===== config.mk =====
export PLATFORM = sky130hd
export DESIGN_NAME = lsu_wb_stage
export DESIGN_NICKNAME = d
export VERILOG_FILES = /design/src/rtl/lsu_wb_stage.sv
export SDC_FILE = /design/constraint.sdc
export NUM_CORES = 1
export LEC_CHECK = 0
export CAP_MARGIN = 20
export CORE_AREA = 10 10 173 175
export DETAILED_ROUTE_END_ITERATION = 6
export DIE_AREA = 0 0 183 185
export PLACE_DENSITY = 0.84
export SKIP_LAST_GASP = 1
export SYNTH_ARGS = -nofsm -noshare
export SYNTH_HDL_FRONTEND = slang
export SYNTH_SLANG_ARGS = --single-unit
export TNS_END_PERCENT = 100

===== constraint.sdc =====
create_clock -name clk -period 1.9 [get_ports clk]
set_input_delay 0.19 -clock clk [delete_from_list [all_inputs] [get_ports clk]]
set_output_delay 0.19 -clock clk [all_outputs]
set_load 0.01 [all_outputs]

===== src/rtl/lsu_wb_stage.sv =====
// lsu_wb_stage: dual-slot load/store and writeback stage.
// One dmem access per cycle; a bundle with two memory ops takes two cycles.
module lsu_wb_stage #(
  parameter int PC_WIDTH         = 32,
  parameter int DATA_WIDTH       = 32,
  parameter int RF_DEPTH_BIT     = 5,
  parameter int SUPER_SCALAR_NUM = 2
) (
  input  logic                    clk,
  input  logic                    rst,
  input  logic [PC_WIDTH-1:0]     exu_lsu_pc         [SUPER_SCALAR_NUM-1:0],
  input  logic                    exu_lsu_pipe_vld   [SUPER_SCALAR_NUM-1:0],
  input  logic                    exu_lsu_wen        [SUPER_SCALAR_NUM-1:0],
  input  logic [RF_DEPTH_BIT-1:0] exu_lsu_rd         [SUPER_SCALAR_NUM-1:0],
  input  logic [DATA_WIDTH-1:0]   exu_lsu_result     [SUPER_SCALAR_NUM-1:0],
  input  logic                    exu_lsu_is_load    [SUPER_SCALAR_NUM-1:0],
  input  logic                    exu_lsu_is_store   [SUPER_SCALAR_NUM-1:0],
  input  logic [2:0]              exu_lsu_funct3     [SUPER_SCALAR_NUM-1:0],
  input  logic [DATA_WIDTH-1:0]   exu_lsu_store_data [SUPER_SCALAR_NUM-1:0],
  output logic                    lsu_exu_stall,
  output logic                    lsu_dmem_en,
  output logic                    lsu_dmem_we,
  output logic [31:0]             lsu_dmem_addr,
  output logic [31:0]             lsu_dmem_wdata,
  output logic [3:0]              lsu_dmem_wstrb,
  input  logic [31:0]             dmem_lsu_rdata,
  output logic [PC_WIDTH-1:0]     lsu_rf_pc          [SUPER_SCALAR_NUM-1:0],
  output logic                    lsu_rf_pipe_vld    [SUPER_SCALAR_NUM-1:0],
  output logic                    lsu_rf_wen         [SUPER_SCALAR_NUM-1:0],
  output logic [RF_DEPTH_BIT-1:0] lsu_rf_rd          [SUPER_SCALAR_NUM-1:0],
  output logic [DATA_WIDTH-1:0]   lsu_rf_wr_data     [SUPER_SCALAR_NUM-1:0]
);

  localparam logic [0:0] IDLE   = 1'b0;
  localparam logic [0:0] SECOND = 1'b1;

  logic [0:0]            r_state;
  logic                  r_use_hold;
  logic [DATA_WIDTH-1:0] r_hold;
  logic [DATA_WIDTH-1:0] r_result [SUPER_SCALAR_NUM-1:0];
  logic                  r_ld     [SUPER_SCALAR_NUM-1:0];
  logic [2:0]            r_f3     [SUPER_SCALAR_NUM-1:0];
  logic [1:0]            r_off    [SUPER_SCALAR_NUM-1:0];

  logic [1:0]            w_mem;
  logic [1:0]            w_cnt;
  logic                  w_two;
  logic                  w_sel;
  logic                  w_issue;
  logic                  w_st;
  logic [1:0]            w_sz;
  logic [DATA_WIDTH-1:0] w_addr;
  logic [DATA_WIDTH-1:0] w_sdata;

  function automatic logic [DATA_WIDTH-1:0] fmt(
    input logic [DATA_WIDTH-1:0] d,
    input logic [2:0]            f3,
    input logic [1:0]            off
  );
    logic [7:0]  b;
    logic [15:0] h;
    b = 8'(d >> {off, 3'b000});
    h = off[1] ? d[31:16] : d[15:0];
    case (f3)
      3'b000:  fmt = {{24{b[7]}}, b};
      3'b001:  fmt = {{16{h[15]}}, h};
      3'b100:  fmt = {24'd0, b};
      3'b101:  fmt = {16'd0, h};
      default: fmt = d;
    endcase
  endfunction

  // Count memory ops and pick the slot that owns the port this cycle
  always_comb begin
    w_mem = '0;
    for (int i = 0; i < 2; i++) begin
      w_mem[i] = exu_lsu_pipe_vld[i] &
                 (exu_lsu_is_load[i] | exu_lsu_is_store[i]);
    end
    w_cnt   = {1'b0, w_mem[0]} + {1'b0, w_mem[1]};
    w_two   = (r_state == IDLE) && (w_cnt == 2'd2);
    w_sel   = (r_state == SECOND) || !w_mem[0];
    w_issue = !rst && ((r_state == SECOND) ? w_mem[1]
                                           : (w_cnt != 2'd0));
    lsu_exu_stall = !rst && w_two;
  end

  // Drive the data-memory request for the selected slot
  always_comb begin
    w_addr  = exu_lsu_result[w_sel];
    w_sdata = exu_lsu_store_data[w_sel];
    w_sz    = exu_lsu_funct3[w_sel][1:0];
    w_st    = exu_lsu_is_store[w_sel];
    lsu_dmem_en    = w_issue;
    lsu_dmem_we    = w_issue && w_st;
    lsu_dmem_addr  = {w_addr[31:2], 2'b00};
    lsu_dmem_wdata = '0;
    lsu_dmem_wstrb = '0;
    if (w_issue && w_st) begin
      case (w_sz)
        2'b00: begin
          lsu_dmem_wdata = {4{w_sdata[7:0]}};
          lsu_dmem_wstrb = 4'b0001 << w_addr[1:0];
        end
        2'b01: begin
          lsu_dmem_wdata = {2{w_sdata[15:0]}};
          lsu_dmem_wstrb = 4'b0011 << {w_addr[1], 1'b0};
        end
        default: begin
          lsu_dmem_wdata = w_sdata;
          lsu_dmem_wstrb = 4'hF;
        end
      endcase
    end
  end

  // FSM: a two-op bundle spends one extra cycle in SECOND
  always_ff @(posedge clk) begin
    if (rst) r_state <= IDLE;
    else if (w_two) r_state <= SECOND;
    else r_state <= IDLE;
  end

  // Park formatted slot-0 load data while slot 1 is accessed
  always_ff @(posedge clk) begin
    if (rst) begin
      r_hold     <= '0;
      r_use_hold <= 1'b0;
    end else begin
      r_use_hold <= (r_state == SECOND);
      if (r_state == SECOND)
        r_hold <= fmt(dmem_lsu_rdata, exu_lsu_funct3[0],
                      exu_lsu_result[0][1:0]);
    end
  end

  // Register the writeback bundle; a stall cycle leaves a bubble
  always_ff @(posedge clk) begin
    for (int i = 0; i < SUPER_SCALAR_NUM; i++) begin
      if (rst || w_two) begin
        lsu_rf_pc[i]       <= '0;
        lsu_rf_pipe_vld[i] <= 1'b0;
        lsu_rf_wen[i]      <= 1'b0;
        lsu_rf_rd[i]       <= '0;
        r_result[i]        <= '0;
        r_ld[i]            <= 1'b0;
        r_f3[i]            <= '0;
        r_off[i]           <= '0;
      end else begin
        lsu_rf_pc[i]       <= exu_lsu_pc[i];
        lsu_rf_pipe_vld[i] <= exu_lsu_pipe_vld[i];
        lsu_rf_wen[i]      <= exu_lsu_wen[i] & exu_lsu_pipe_vld[i] &
                              (exu_lsu_rd[i] != '0);
        lsu_rf_rd[i]       <= exu_lsu_rd[i];
        r_result[i]        <= exu_lsu_result[i];
        r_ld[i]            <= exu_lsu_pipe_vld[i] & exu_lsu_is_load[i] &
                              ~exu_lsu_is_store[i];
        r_f3[i]            <= exu_lsu_funct3[i];
        r_off[i]           <= exu_lsu_result[i][1:0];
      end
    end
  end

  // Load data is formatted straight off the memory read bus
  always_comb begin
    for (int i = 0; i < SUPER_SCALAR_NUM; i++) begin
      lsu_rf_wr_data[i] = r_ld[i] ? fmt(dmem_lsu_rdata, r_f3[i], r_off[i])
                                  : r_result[i];
    end
    if (r_use_hold && r_ld[0]) lsu_rf_wr_data[0] = r_hold;
  end

endmodule


==> summary.md <==
| Metric | Value |
|---|---|
| DP Worst Slack | `-0.960 ns` |
| Crit. End Element | `primary output` |
| Peak supply drop | `0.720 mV` |
| Fmax achieved | `400 MHz` |
| # rows | `60` |
| Via count | `13200` |
| Final max-slew violation count | `0` |
| Met1 wire length | `22000 µm` |
| Total Routing Usage GR | `32.3%` |
| Yosys cell types | `66` |
| Post-route clock period utilization | `131%` |
| Post-synthesis simple-gate area fraction | `30.6%` |
| Vias per inst | `5.83` |
| Largest net degree at the start of global routing | `49` |
| First-pass GRT wire length | `82700 µm` |
| Adder-cell area share of the yosys netlist | `0%` |
| Met3 routed WL | `6840 µm` |
| Initial antenna violation count | `11` |
| Max-cap viol count | `0` |
| TritonCTS clock tree | `yes` |
| CP cell instances | `mux4_2 -> nor2b_4 -> o31ai_4 -> buf_12 -> buf_8 -> a21oi_1 -> buf_2` |
| DRC | `0` |
| CP max-delay cell | `mux4_2` |
| Final ANT Viol Nets | `0` |
| Htree depth | `4` |
| Fillers | `1704` |
| Largest family of logic cells by synthesized area | `simple AND/OR/NAND/NOR gates` |
| DIE WIDTH | `183 µm` |
| IO Count | `463` |
| Seq/Total Area, Yosys | `37.9%` |
| Finished Layout Cells | `2259` |
| Top Metal Used | `met4` |
| Worst slew margin | `66.0%` |
| Mux contribution to synthesized area | `6.87%` |
| Syn avg cell area | `8.01 µm²` |
| Core area | `26600 µm²` |
| CP Class | `reg -> out` |
| IO buf count | `460` |
| Least-Margin Pin Slew | `0.511 ns` |
| Final Routed Wirelength | `61600 µm` |
| Top FF cell, synth | `dfxtp_1` |
| Hold crit path type | `in -> reg` |
| Gp weighted congestion | `0.967` |
| Power Dens Cells | `627 nW/µm²` |
| Hold Fails Final Rpt | `0` |
| EDFF count, synth | `0` |
| Status | `finished, violations left` |
| Cells after Synth | `1214` |
| Clk slew on worst S/H paths | `0.08 ns` |
| Clock skew | `0.0225 ns` |
| RSZ-0062 raised after global routing | `yes` |
| Failing checks | `negative setup slack` |
| Die Span Y | `185 µm` |
| TritonCTS Buffers | `17` |
| Grt ovf | `0` |
| Startpoint Class | `flop` |
| Hpwl dp | `40100 µm` |
| Clk buf depth | `2` |
| Max Fanout on Critical Path | `6` |
| Initial DRC count | `1599` |
| Number of global-route vias before repair | `12800` |
| Xor/xnor cell area share of the yosys netlist | `0%` |
| YS warnings | `0` |
| Latest clock arrival within the worst-skew pair | `0.45 ns` |
| Commonest non-fill, non-tap cell in the layout | `clkdlybuf4s50_1` |
| Synthesis-stage register bit count | `184` |
| Total power | `0.0123 W` |
| Pre-antenna DRT Iters | `6` |
| Worst EP required | `1.71 ns` |
| Average wire per standard cell | `27.3 µm` |
| Leakage | `8.07 nW` |
| Die area | `33900 µm²` |
| Fin Hold WS | `0.314 ns` |
| Post-synthesis compound-gate area fraction | `19.0%` |
| DP Cell Count | `2098` |
| Most frequent cells in the layout | `325 x clkdlybuf4s50_1, 177 x dfxtp_1, 177 x buf_4` |
| Share of layout cells above drive strength 1 | `46.0%` |
| Post-synthesis cell area | `9730 µm²` |
| Clk sink count | `184` |
| WP data arrival | `2.31 ns` |
| Final #Nets | `2142` |
| Final worst-path setup slack | `-0.598 ns` |
| Ys async rst share | `0%` |
| Root Driver | `clkbuf_16` |
| Met2 wire length | `29100 µm` |
| Crit-path max cell delay | `0.55 ns` |
| Starting Density | `36.6%` |
| Final Critical Period | `2.50 ns` |
| Layout overhead on the synthesized area | `101%` |
| Final setup fails | `283` |
metrics by stage:
step	area, µm²	utilization, %	setup TNS [ns]
after global routing	19600	73.6	-68.59
final	19600	73.6	-57.55
after CTS	18700	70.2	-56.37
after detailed placement	15900	59.8	-182.24
after floorplan	9730	-	0
after global placement	15900	59.8	-169.96
kinds of logic (layout without fill, tap and decap cells):
family | Yosys count | after routing
and+or+nand+nor | 566 | 566
AOI/OAI and AO/OA | 282 | 282
DFF | 184 | 184
buffers and inverters | 122 | 812
muxes | 59 | 59
other | 1 | 15
cell type report:
| class | instances | area (µm²) | share of cell area (%) |
|---|---|---|---|
| clock inverter | 15 | 203 | 1.04 |
| timing repair inverter | 1 | 7.51 | 0.0384 |
| clock buffer | 17 | 425 | 2.17 |
| multi-input combinational | 909 | 7170 | 36.7 |
| tap | 341 | 427 | 2.18 |
| antenna | 13 | 32.5 | 0.166 |
| timing repair buffer | 764 | 7540 | 38.5 |
| sequential | 184 | 3700 | 18.9 |
| inverter | 15 | 65.1 | 0.332 |
flip-flops by register name, indices dropped and copies added, names as in the netlist:
register,flops
lsu_rf_pipe_vld,2
r_result,62
r_state,1
lsu_rf_rd,10
lsu_rf_pc,64
r_f3,6
r_ld,2
r_off,2
lsu_rf_wen,2
r_hold,32
r_use_hold,1
critical path: cells and delay by family, from the launching register on:
kind,cells,cell delay (ns)
AO/OA/AOI/OAI,2,0.34
AND/OR/NAND/NOR,1,0.16
buffers and inverters,3,0.46
flip-flops,1,0.35
multiplexers,1,0.55
timing repair:
item | in CTS | in global routing
resized for setup | 940 | 298
cloned | 24 | 3
pin swaps | 185 | 92
setup endpoints to repair | 283 | 285
setup buffers | 89 | 39
hold buffers | 0 | 0
worst paths after layout:
| kind | from | to | slack [ns] | cells past startpoint |
|---|---|---|---|---|
| max | r_result[0][1] | lsu_rf_wr_data[18] | -0.60 | 7 |
| min | exu_lsu_pc[40] | lsu_rf_pc[40] | 0.31 | 2 |
| max reg2reg | r_state | lsu_rf_pc[13] | -0.22 | 11 |
| min reg2reg | r_hold[21] | r_hold[21] | 0.49 | 2 |
per-layer routing:
layer / track usage, % / vias up
met2: 53.5 / 1022
met1: 37.4 / 6351
met3: 9.48 / 228
met4: 15.7 / 0
li1: - / 5574
met5: 0 / -
synth_stat cells, types with 3 or more instances:
master	number	area share (%)
nand2_1	200	7.7
dfxtp_1	184	38
and2_1	148	9.5
o21ai_0	97	5.0
a21oi_1	70	3.6
nor2_1	65	2.5
clkbuf_1	54	2.1
a211oi_1	36	2.8
nand3b_1	36	2.8
mux2i_1	33	3.4
buf_2	31	1.6
mux2_2	22	2.5
nor3_1	20	1.0
nor2b_1	16	1.0
nor3b_1	16	1.2
nand2b_1	15	0.96
inv_1	13	0.50
and3_1	10	0.64
clkbuf_2	10	0.51
nand4b_1	9	0.81
a2111oi_0	8	0.72
a2111oi_2	8	1.2
nand3_1	8	0.41
o211ai_1	8	0.62
o22ai_1	8	0.51
or3_1	8	0.51
o221ai_1	7	0.63
o21ba_2	6	0.62
o221a_2	6	0.69
buf_1	5	0.19
buf_6	4	0.46
mux4_2	4	0.93
o31ai_1	4	0.31
a311oi_1	3	0.27
buf_4	3	0.23
or4_1	3	0.23
where the power goes:
part           switching, W  total (W)  leakage (nW)  internal, W
Clock               0.00186    0.00378         0.304      0.00192
Sequential         0.000105    0.00418          1.53      0.00407
Combinational       0.00201    0.00432          6.24      0.00231
Note: power is estimated with default switching activity, not from simulation.
